File: src/rtl/v_pipe_issue_ctrl.sv
// Issue controller in front of the update pipeline: skid-buffers commands, issues
// one per cycle, blocks same-key RAW hazards and drains before CLEAR. Macro V_ISSUE_STATS_EN adds issue/stall counters.
package v_pkg;
  typedef enum logic [1:0] {
    CMD_NOP   = 2'd0,
    CMD_ADD   = 2'd1,
    CMD_SUB   = 2'd2,
    CMD_CLEAR = 2'd3
  } cmd_t;
  typedef logic [7:0]  key_t;
  typedef logic [15:0] volume_t;
endpackage

module v_pipe_issue_ctrl
  import v_pkg::*;
#(
  parameter int PIPE_DEPTH = 3,
  parameter int BUF_N      = 2
) (
  input  logic        clk,
  input  logic        rst_n,
  // Upstream: a transfer happens on any clock edge where i_cmd_vld & o_cmd_rdy;
  // o_cmd_rdy depends only on buffer occupancy, never on i_cmd_vld.
  input  logic        i_cmd_vld,
  input  cmd_t        i_cmd,
  input  key_t        i_key,
  input  volume_t     i_volume,
  output logic        o_cmd_rdy,
  output logic        o_pipe_vld_r,
  output cmd_t        o_pipe_cmd_r,
  output key_t        o_pipe_key_r,
  output volume_t     o_pipe_vol_r,
  output logic        o_busy_r,
  output logic [0:0]  dbg_state
`ifdef V_ISSUE_STATS_EN
  ,
  output logic [31:0] o_stat_issue_r,
  output logic [31:0] o_stat_stall_r
`endif
);

  localparam int PW = $clog2(BUF_N);
  localparam logic [PW:0]   CNT_FULL = (PW+1)'(BUF_N);
  localparam logic [PW:0]   CNT_ONE  = (PW+1)'(1);
  localparam logic [PW-1:0] PTR_ONE  = PW'(1);

  localparam logic [0:0] ST_RUN   = 1'b0;
  localparam logic [0:0] ST_DRAIN = 1'b1;

  cmd_t    cmd_mem [BUF_N];
  key_t    key_mem [BUF_N];
  volume_t vol_mem [BUF_N];

  logic [PW-1:0] wr_ptr, rd_ptr;
  logic [PW:0]   count, count_nxt;
  logic          push, pop, issue;
  logic          head_vld, hz, live;
  cmd_t          head_cmd;
  key_t          head_key;
  volume_t       head_vol;
  logic [0:0]    state, state_nxt;

  logic [PIPE_DEPTH-1:0] win_vld, win_vld_nxt;
  key_t                  win_key [PIPE_DEPTH];

  assign o_cmd_rdy = (count != CNT_FULL);
  assign push      = i_cmd_vld & o_cmd_rdy;
  assign head_vld  = (count != '0);
  assign head_cmd  = cmd_mem[rd_ptr];
  assign head_key  = key_mem[rd_ptr];
  assign head_vol  = vol_mem[rd_ptr];
  assign dbg_state = state;

  // The oldest slot writes back on this edge, so only younger slots can still
  // hold stale state for a command issuing now.
  always_comb begin
    hz   = 1'b0;
    live = 1'b0;
    for (int i = 0; i < PIPE_DEPTH-1; i++) begin
      if (win_vld[i]) begin
        live = 1'b1;
        if (win_key[i] == head_key) hz = 1'b1;
      end
    end
  end

  always_comb begin
    issue     = 1'b0;
    pop       = 1'b0;
    state_nxt = state;
    case (state)
      ST_RUN: begin
        if (head_vld) begin
          if (head_cmd == CMD_NOP) begin
            pop = 1'b1;
          end else if (head_cmd == CMD_CLEAR) begin
            if (live) begin
              state_nxt = ST_DRAIN;
            end else begin
              issue = 1'b1;
              pop   = 1'b1;
            end
          end else if (!hz) begin
            issue = 1'b1;
            pop   = 1'b1;
          end
        end
      end
      ST_DRAIN: begin
        if (head_vld && !live) begin
          issue     = 1'b1;
          pop       = 1'b1;
          state_nxt = ST_RUN;
        end
      end
      default: state_nxt = ST_RUN;
    endcase
  end

  always_comb begin
    count_nxt = count;
    if (push && !pop)      count_nxt = count + CNT_ONE;
    else if (!push && pop) count_nxt = count - CNT_ONE;
  end

  assign win_vld_nxt = {win_vld[PIPE_DEPTH-2:0], issue};

  always_ff @(posedge clk) begin
    if (!rst_n) begin
      wr_ptr       <= '0;
      rd_ptr       <= '0;
      count        <= '0;
      state        <= ST_RUN;
      win_vld      <= '0;
      o_pipe_vld_r <= 1'b0;
      o_pipe_cmd_r <= CMD_NOP;
      o_pipe_key_r <= '0;
      o_pipe_vol_r <= '0;
      o_busy_r     <= 1'b0;
    end else begin
      if (push) wr_ptr <= wr_ptr + PTR_ONE;
      if (pop)  rd_ptr <= rd_ptr + PTR_ONE;
      count        <= count_nxt;
      state        <= state_nxt;
      win_vld      <= win_vld_nxt;
      o_pipe_vld_r <= issue;
      if (issue) begin
        o_pipe_cmd_r <= head_cmd;
        o_pipe_key_r <= head_key;
        o_pipe_vol_r <= head_vol;
      end
      o_busy_r <= (count_nxt != '0) | (|win_vld_nxt);
    end
  end

  // Payload storage needs no reset: occupancy and window valids gate every use.
  always_ff @(posedge clk) begin
    if (push) begin
      cmd_mem[wr_ptr] <= i_cmd;
      key_mem[wr_ptr] <= i_key;
      vol_mem[wr_ptr] <= i_volume;
    end
    win_key[0] <= head_key;
    for (int i = 1; i < PIPE_DEPTH; i++) win_key[i] <= win_key[i-1];
  end

`ifdef V_ISSUE_STATS_EN
  always_ff @(posedge clk) begin
    if (!rst_n) begin
      o_stat_issue_r <= '0;
      o_stat_stall_r <= '0;
    end else begin
      if (issue && (o_stat_issue_r != 32'hFFFF_FFFF))
        o_stat_issue_r <= o_stat_issue_r + 32'd1;
      if (head_vld && !pop && (o_stat_stall_r != 32'hFFFF_FFFF))
        o_stat_stall_r <= o_stat_stall_r + 32'd1;
    end
  end
`endif

endmodule

File: config.mk
export PLATFORM = sky130hd
export DESIGN_NAME = v_pipe_issue_ctrl
export DESIGN_NICKNAME = d
export VERILOG_FILES = /design/src/rtl/v_pipe_issue_ctrl.sv
export SDC_FILE = /design/constraint.sdc
export NUM_CORES = 1
export LEC_CHECK = 0
export ABC_AREA = 1
export CELL_PAD_IN_SITES_DETAIL_PLACEMENT = 0
export CELL_PAD_IN_SITES_GLOBAL_PLACEMENT = 1
export CORE_MARGIN = 2
export CORE_UTILIZATION = 38
export DETAILED_ROUTE_END_ITERATION = 8
export PLACE_DENSITY_LB_ADDON = 0.2
export SLEW_MARGIN = 0
export SYNTH_ARGS = -nofsm -noshare
export SYNTH_HDL_FRONTEND = slang
export SYNTH_SLANG_ARGS = --single-unit
export TNS_END_PERCENT = 30
File: constraint.sdc
create_clock -name clk -period 2.3 [get_ports clk]
set_input_delay 0.23 -clock clk [delete_from_list [all_inputs] [get_ports clk]]
set_output_delay 0.23 -clock clk [all_outputs]
set_load 0.02 [all_outputs]
Word level (Yosys, flattened, before mapping). Memory sizes are Yosys's and may differ from the RTL's. A register that Yosys moved wholly into a read port is not among the register bits. Index checks and enable logic that the tools add are counted. W data, S select, Z words.

Memories kept: 4. Input port bits: 29. Bits in writable memories: 76. Output and inout port bits: 30. Register bits: 19.

Memories: vol_mem (words 2, width 16, rd ports 1, clocked after memory_dff 1, write ports 1, line 52) `volume_t vol_mem [BUF_N];`; win_key (words 3, width 8, rd ports 2, clocked after memory_dff 0, write ports 3, line 64) `key_t win_key [PIPE_DEPTH];`; key_mem (words 2, width 8, rd ports 1, clocked after memory_dff 1, write ports 1, line 51) `key_t key_mem [BUF_N];`; cmd_mem (words 2, width 2, rd ports 1, clocked after memory_dff 1, write ports 1, line 50) `cmd_t cmd_mem [BUF_N];`.

Bitwise gates (word level): 3. Muxes and demuxes: 30. Reductions and logical operators: 11. $add $sub $neg: 4. Eq/ne operators: 4.

Operators with widths (number): $mux W1 (25); $eq A8 B8 Y1 (2); $pmux W1 S2 (3); $logic_not A1 Y1 (4); $mux W2 (2); $reduce_bool A2 Y1 (2); $logic_and A1 B1 Y1 (3); $reduce_or A3 Y1 (1); $add A1 B1 Y1 const B (2); $add A2 B1 Y2 const B (1); $eq A2 B2 Y1 const B (1); $logic_not A2 Y1 (1); $ne A2 B2 Y1 const B (1); $sub A2 B1 Y2 const B (1); $and A1 B1 Y1 (1); $not A1 Y1 (1); $or A1 B1 Y1 (1).

Logic depth before layout (Yosys ltp). Gate-level depths: netlist of run 1.

Word-level depth: 15. Depth in mapped cells: 17. Mapped depth without buffers: 17.

Worst setup path before layout of run 1. No wires, ideal clock.

Path type: reg-to-reg. Start point: reg count[0]. End point: mem cmd_mem[1][0] (netlist bit), enable pin. Slack: -0.117 ns. Period minus slack after synthesis: 2.417 ns. Stages on the path, launching flop included: 6. Data required time: 1.890 ns. Arrival time: 2.007 ns. Buffers on the path: 0. Path through: dfxtp_1 > inv_1 > ha_1 > inv_1 > nand2_1 > nor2_1.

Word-level cells in the longest chain between the ends: 4.

Ends and longest elaborated chain: start, declared (line 55) `logic [PW:0] count, count_nxt;`; start signal, assigned (line 143) `count <= count_nxt;`; $ne A2 B2 Y1 (line 66) `assign o_cmd_rdy = (count != CNT_FULL);`; net o_cmd_rdy (line 28) `output logic o_cmd_rdy,`; $and A1 B1 Y1 (line 67) `assign push = i_cmd_vld & o_cmd_rdy;`; $mux W1 (line 158) `if (push) begin`; $mux W1 (implied by the code) (line 159) `cmd_mem[wr_ptr] <= i_cmd;`; end, declared (line 50).

The timed path passes the listed nets, and every way through them passes these cells.

==> impl_metrics.toml, run 1 <==
[outcome]
status = "completed"

[logic_synthesis]
synth_top_area_cell = "edfxtp_1"
synth_common_cells = "nand2_1 (68), nor2_1 (58), edfxtp_1 (52)"
synth_flop_cell = "edfxtp_1"
yosys.cell_count.top_type = "nand2_1"
yosysSeqAreaShare_pct = 65.2
synth_area_um2 = 3960
postSynthAreaPerCell_um2 = 10.8
yosys.area.top_type_share_pct = 39.4
ys_seq_elements = 103
ys.warnings.count = 0
synth.distinct_cells = 32
synth_area_leaders = "edfxtp_1 (39%), dfxtp_1 (26%), nand2_1 (6.4%)"
async_flop_share_pct = 0
syn_nets = 397
synth-edff-count = 52
synthCells = 366

[layout]
drive_above_1_share_pct = 16.5
num_antenna_cells = 0
fin_nets = 462
area_delta_synth_final_pct = 23.8
fillers = 973
finalInstanceArea_um2 = 4900
final_core_util_pct = 47.9

[sta]
clock.fmax_mhz = 492
report.final.slew_viol_count = 0
rsz0062_at_grt = "no"
finalSetupViolations = 0
tightest_slew_ps = 269
final.min_clock_period_ps = 2030
fin_crit_sh_pct = 88.4
fin_skew_ps = 13.1
finalHoldWorstSlack_ps = 355
max_slew_margin_pct = 82.1
final-hold-violation-count = 0

[cts]
cts.path.max_buffers = 2
root_buffer = "clkbuf_8"
insertion_delay_ps = 370
cts_setup_buffers = 0
cts-htree-levels = 3
cts_tree = "done"
clkSlewWorstSetupHoldPaths_ps = 100
hold_buffers = 0
cts_buffers = 9
cts_sinks = 103

[hold_path]
hold_path.class = "register to register"

[drt]
drc = 0
drt_iter0_markers = 61
ant_nets = 0
route.final.wire_length_um = 7750
wire_per_inst_um = 13.6
vias_per_cell = 4.49
dr.pass1.iters = 4
vias = 2567

[floorplan]
dieHeight_um = 106
pin_count = 59
rows = 37
die_w_um = 106
dieArea_um2 = 11300
floorplan.initialDensity_pct = 38.7
coreArea_um2 = 10200

[global_route]
gr-total-overflow = 0
grt_pass1_vias = 2626
grt_max_degree = 28
grt_use_total_pct = 15.1
antenna_found_initial = 0
grt_pass1_wl_um = 12900

[place]
dpl.hpwl_um = 5330
place_congestion = 0.802
io_buffers = 58
place_area_um2 = 4710

[power_and_ir_drop]
leakagePower_uw = 0.00192
vdd.ir_drop.worst_mv = 0.720
finalPower_uw = 6390
power.density_nw_per_um2 = 1300

[critical_path]
required_ps = 2570
crit_fanout = 21
end_kind = "register"
arrival_ps = 2300
criticalPathCategory = "register to register"
crit_path_start_kind = "register"

[run]
drv_cap = 0
-- layer usage --
metal  vias to the layer above  GRT usage [%]  routed length (um)
met5                         -              0                   0
met4                         0           3.67                  78
met3                         6           4.84                 312
met2                        45           24.4                3670
met1                      1185           19.8                3700
li1                       1331              -                   -
-- metrics by stage --
| step | std cells | TNS, ps | setup slack (ps) |
|---|---|---|---|
| finish | 572 | 0 | 268 |
| global route | 572 | 0 | 1.53 |
| CTS | 572 | 0 | 119 |
| detailed placement | 556 | 0 | 123 |
| global placement | 556 | 0 | 184 |
| floorplan | 366 | -2590 | -99.7 |
-- final cells by class --
type                    count  area [um2]  share of cell area (%)
clock inverters             6        51.3                    1.05
flip-flops and latches    103        2580                    52.7
inverters                  30         118                    2.40
well taps                 136         170                    3.47
repair buffers             66         657                    13.4
multi-input cells         221        1200                    24.4
clock buffers              10         128                    2.60
-- final timing paths --
kind	end	startpoint	cells after the start	slack, ps
max	o_pipe_vol_r[1]	register	13	270
min	win_key[0][11]	win_key[0][3]	0	360
max reg2reg	o_pipe_vol_r[1]	register	13	270
min reg2reg	win_key[0][11]	win_key[0][3]	0	360
-- cell families (layout without fill, tap and decap cells) --
kind of cell | Yosys count | in the layout | synth area share [%]
fa+ha+maj | 2 | 2 | 0.632
buf+inv | 42 | 112 | 4.93
mux | 16 | 16 | 4.55
compound gates | 34 | 34 | 5.66
flops | 103 | 103 | 65.2
simple gates | 164 | 164 | 17.9
xor+xnor | 5 | 5 | 1.11
-- repair_timing --
item / in CTS / in global routing
gates resized for setup: 0 / 5
endpoints found under the setup margin: 0 / 25
endpoints found under the hold margin: 0 / 0
-- state kept, by name, summed over array words and instances, names as in the netlist, 2 cells and up, named ones only --
name          count
o_pipe_cmd_r      2
cmd_mem           4
win_vld           2
count             2
key_mem          16
vol_mem          32
o_pipe_vol_r     16
win_key          16
o_pipe_key_r      8
-- where the power goes --
part           internal (uW)  switching (uW)
Clock                    414             634
Sequential              2450             267
Combinational           1070            1550
-- layout by cell type (no fill, tap or decap), types with 2 or more instances in the layout --
master | netlist | routed
inv_4 | 1 | 2
nor3_1 | 3 | 3
o21ai_2 | 2 | 2
a211oi_2 | 4 | 4
nand2_1 | 68 | 68
o21ai_0 | 17 | 17
inv_1 | 25 | 25
nor2_2 | 0 | 2
nor2_1 | 58 | 56
a21oi_1 | 6 | 6
xnor2_1 | 3 | 3
dfxtp_1 | 51 | 50
clkinv_1 | 2 | 3
buf_4 | 3 | 6
or2_2 | 2 | 2
inv_6 | 0 | 2
nand3b_1 | 3 | 3
inv_8 | 0 | 2
clkbuf_8 | 0 | 9
xor2_1 | 2 | 2
edfxtp_1 | 52 | 52
mux2_2 | 16 | 16
clkdlybuf4s50_1 | 0 | 58
a21oi_2 | 3 | 3
nand2_2 | 14 | 14
nand3_1 | 13 | 13
ha_1 | 2 | 2
-- worst max-delay path: stages, from the launching register on --
cell	delay, ps
dfxtp_2	350
inv_4	160
nand2_1	120
nand2_1	130
nand2_1	60
nand2_1	60
nand2_1	70
nor2_1	100
nand3_1	120
nand4_2	170
nand2_8	140
buf_4	220
o21ai_0	170
nor2_1	60
Power figures use the tool's default switching activity.
==> run 2: changes to the inputs <==
- CELL_PAD_IN_SITES_DETAIL_PLACEMENT: 0 -> 1
==> run 2 against run 1 <==
Compared with the run above: first-iteration DRC count up 41%; die area unchanged; critical path type unchanged; critical path depth up 1; largest power group unchanged; clock power up 27%; core utilization up 0.73 points; design area rose by 1.5%.
==> impl_metrics.toml, run 2 (synthesized netlist as in run 1, its figures left out) <==
[critical_path]
crit_path_start_kind = "register"
arrival_ps = 2370
end_kind = "register"
required_ps = 2580
criticalPathCategory = "register to register"
crit_fanout = 21

[global_route]
grt_pass1_vias = 2987
grt_use_total_pct = 16.7
gr-total-overflow = 0
grt_max_degree = 28
grt_pass1_wl_um = 14500
antenna_found_initial = 0

[place]
placedCellCount = 556
io_buffers = 58
dpl.hpwl_um = 5930
dp_slack_ps = 98.7
place_congestion = 0.802

[sta]
report.final.slew_viol_count = 0
fin_crit_sh_pct = 90.9
clock.fmax_mhz = 479
final.min_clock_period_ps = 2090
finalSetupViolations = 0
fin_setup_tns_ps = 0
fin_skew_ps = 7.15
final-hold-violation-count = 0
setup_slack_ps = 210
tightest_slew_ps = 277
max_slew_margin_pct = 81.4

[cts]
cts-htree-levels = 3
cts_sinks = 103
cts.path.max_buffers = 2
insertion_delay_ps = 360
cts_tree = "done"
root_buffer = "clkbuf_8"
hold_buffers = 0
clkSlewWorstSetupHoldPaths_ps = 90
cts_buffers = 9

[floorplan]
rows = 37
dieArea_um2 = 11300
dieHeight_um = 106
floorplan.initialDensity_pct = 38.7
pin_count = 59
die_w_um = 106
coreArea_um2 = 10200

[layout]
area_delta_synth_final_pct = 25.7
num_antenna_cells = 0
regMostFlops = "vol_mem"
final_common_cell = "nand2_1"
drive_above_1_share_pct = 16.7
fin_nets = 462
final_cell_mix = "nand2_1 (68), clkdlybuf4s50_1 (58), nor2_1 (56)"
fillers = 1111
finalNonFillerCells = 572
largest_reg_flops = 32

[run]
drv_cap = 0

[drt]
drc = 0
vias_per_cell = 4.68
drt_iter0_markers = 86
dr.pass1.iters = 4
ant_nets = 0
vias = 2677
wire_per_inst_um = 15.1
route.final.wire_length_um = 8650

[power_and_ir_drop]
leakagePower_uw = 0.00195
power.density_nw_per_um2 = 1360
vdd.ir_drop.worst_mv = 0.599

[outcome]
status = "completed"

[hold_path]
hold_path.class = "register to register"
==> run 2: cell types whose count changed in the layout (fill, tap and decap cells not counted) <==
cell        previous run  this run
inv_6                  2         3
o21ai_0               17        16
nand4_2                1         0
nand4_4                0         1
inv_8                  2         0
inv_4                  2         0
nand3_1               13        12
clkinvlp_4             1         0
o21ai_1                0         1
bufinv_16              0         3
nand3_2                1         2
clkinv_2               0         1
==> run 2: stage by stage <==
stage	cell area, um2	power [uW]	hold WS, ps	utilization, %
5_1_grt	4980	7250	368	48.7
4_1_cts	4940	6790	359	48.3
6_report	4980	6770	358	48.7
3_5_place_dp	4710	5450	342	46.0
3_3_place_gp	4710	5370	337	46.0
2_1_floorplan	3960	4510	329	-
==> run 2: where the power goes <==
part	total [uW]	leakage (uW)	internal (uW)	switching (uW)
Sequential	2740	0.000909	2450	283
Combinational	2710	0.000921	1090	1620
Clock	1330	0.000118	722	605
==> run 2: layout make-up <==
class	count	area [um2]	share of cell area, %
Clock buffer	10	128	2.56
Clock inverter	6	108	2.16
Inverter	30	123	2.46
Multi-Input combinational cell	221	1210	24.3
Sequential cell	103	2580	51.9
Tap cell	136	170	3.42
Timing Repair Buffer	66	657	13.2
==> run 2: timing repair <==
item,CTS,global route
setup buffers,0,0
resized for setup,0,10
setup endpoints to repair,0,26
hold endpoints to repair,0,0
==> run 2: routing by layer <==
layer / wire length [um] / vias to the layer above / share of wire, % / track usage (%)
li1: - / 1330 / - / -
met1: 3970 / 1289 / 46 / 21.2
met2: 4280 / 50 / 50 / 28.2
met3: 304 / 8 / 3.5 / 3.80
met4: 95 / 0 / 1.1 / 5.45
met5: 0 / - / 0 / 0
==> run 2: critical path, cell delays in order (launching register included) <==
cell and delay [ps]:
dfxtp_2 400, buf_6 180, nand2_1 110, nand2_1 130
nand2_1 60, nand2_1 70, nor2_1 40, nand2_1 60
nor2_1 50, nand2_1 150, nand4_4 130, nand2_8 180
buf_4 230, nor2_1 70, a211oi_2 150
==> run 2: final timing paths <==
check | from | endpoint | slack (ps) | depth (start not counted)
worst max-delay path | register | o_pipe_cmd_r[1] | 210 | 14
worst min-delay path | win_key[0][3] | win_key[0][11] | 360 | 0
worst max register to register | register | o_pipe_cmd_r[1] | 210 | 14
worst min register to register | win_key[0][3] | win_key[0][11] | 360 | 0
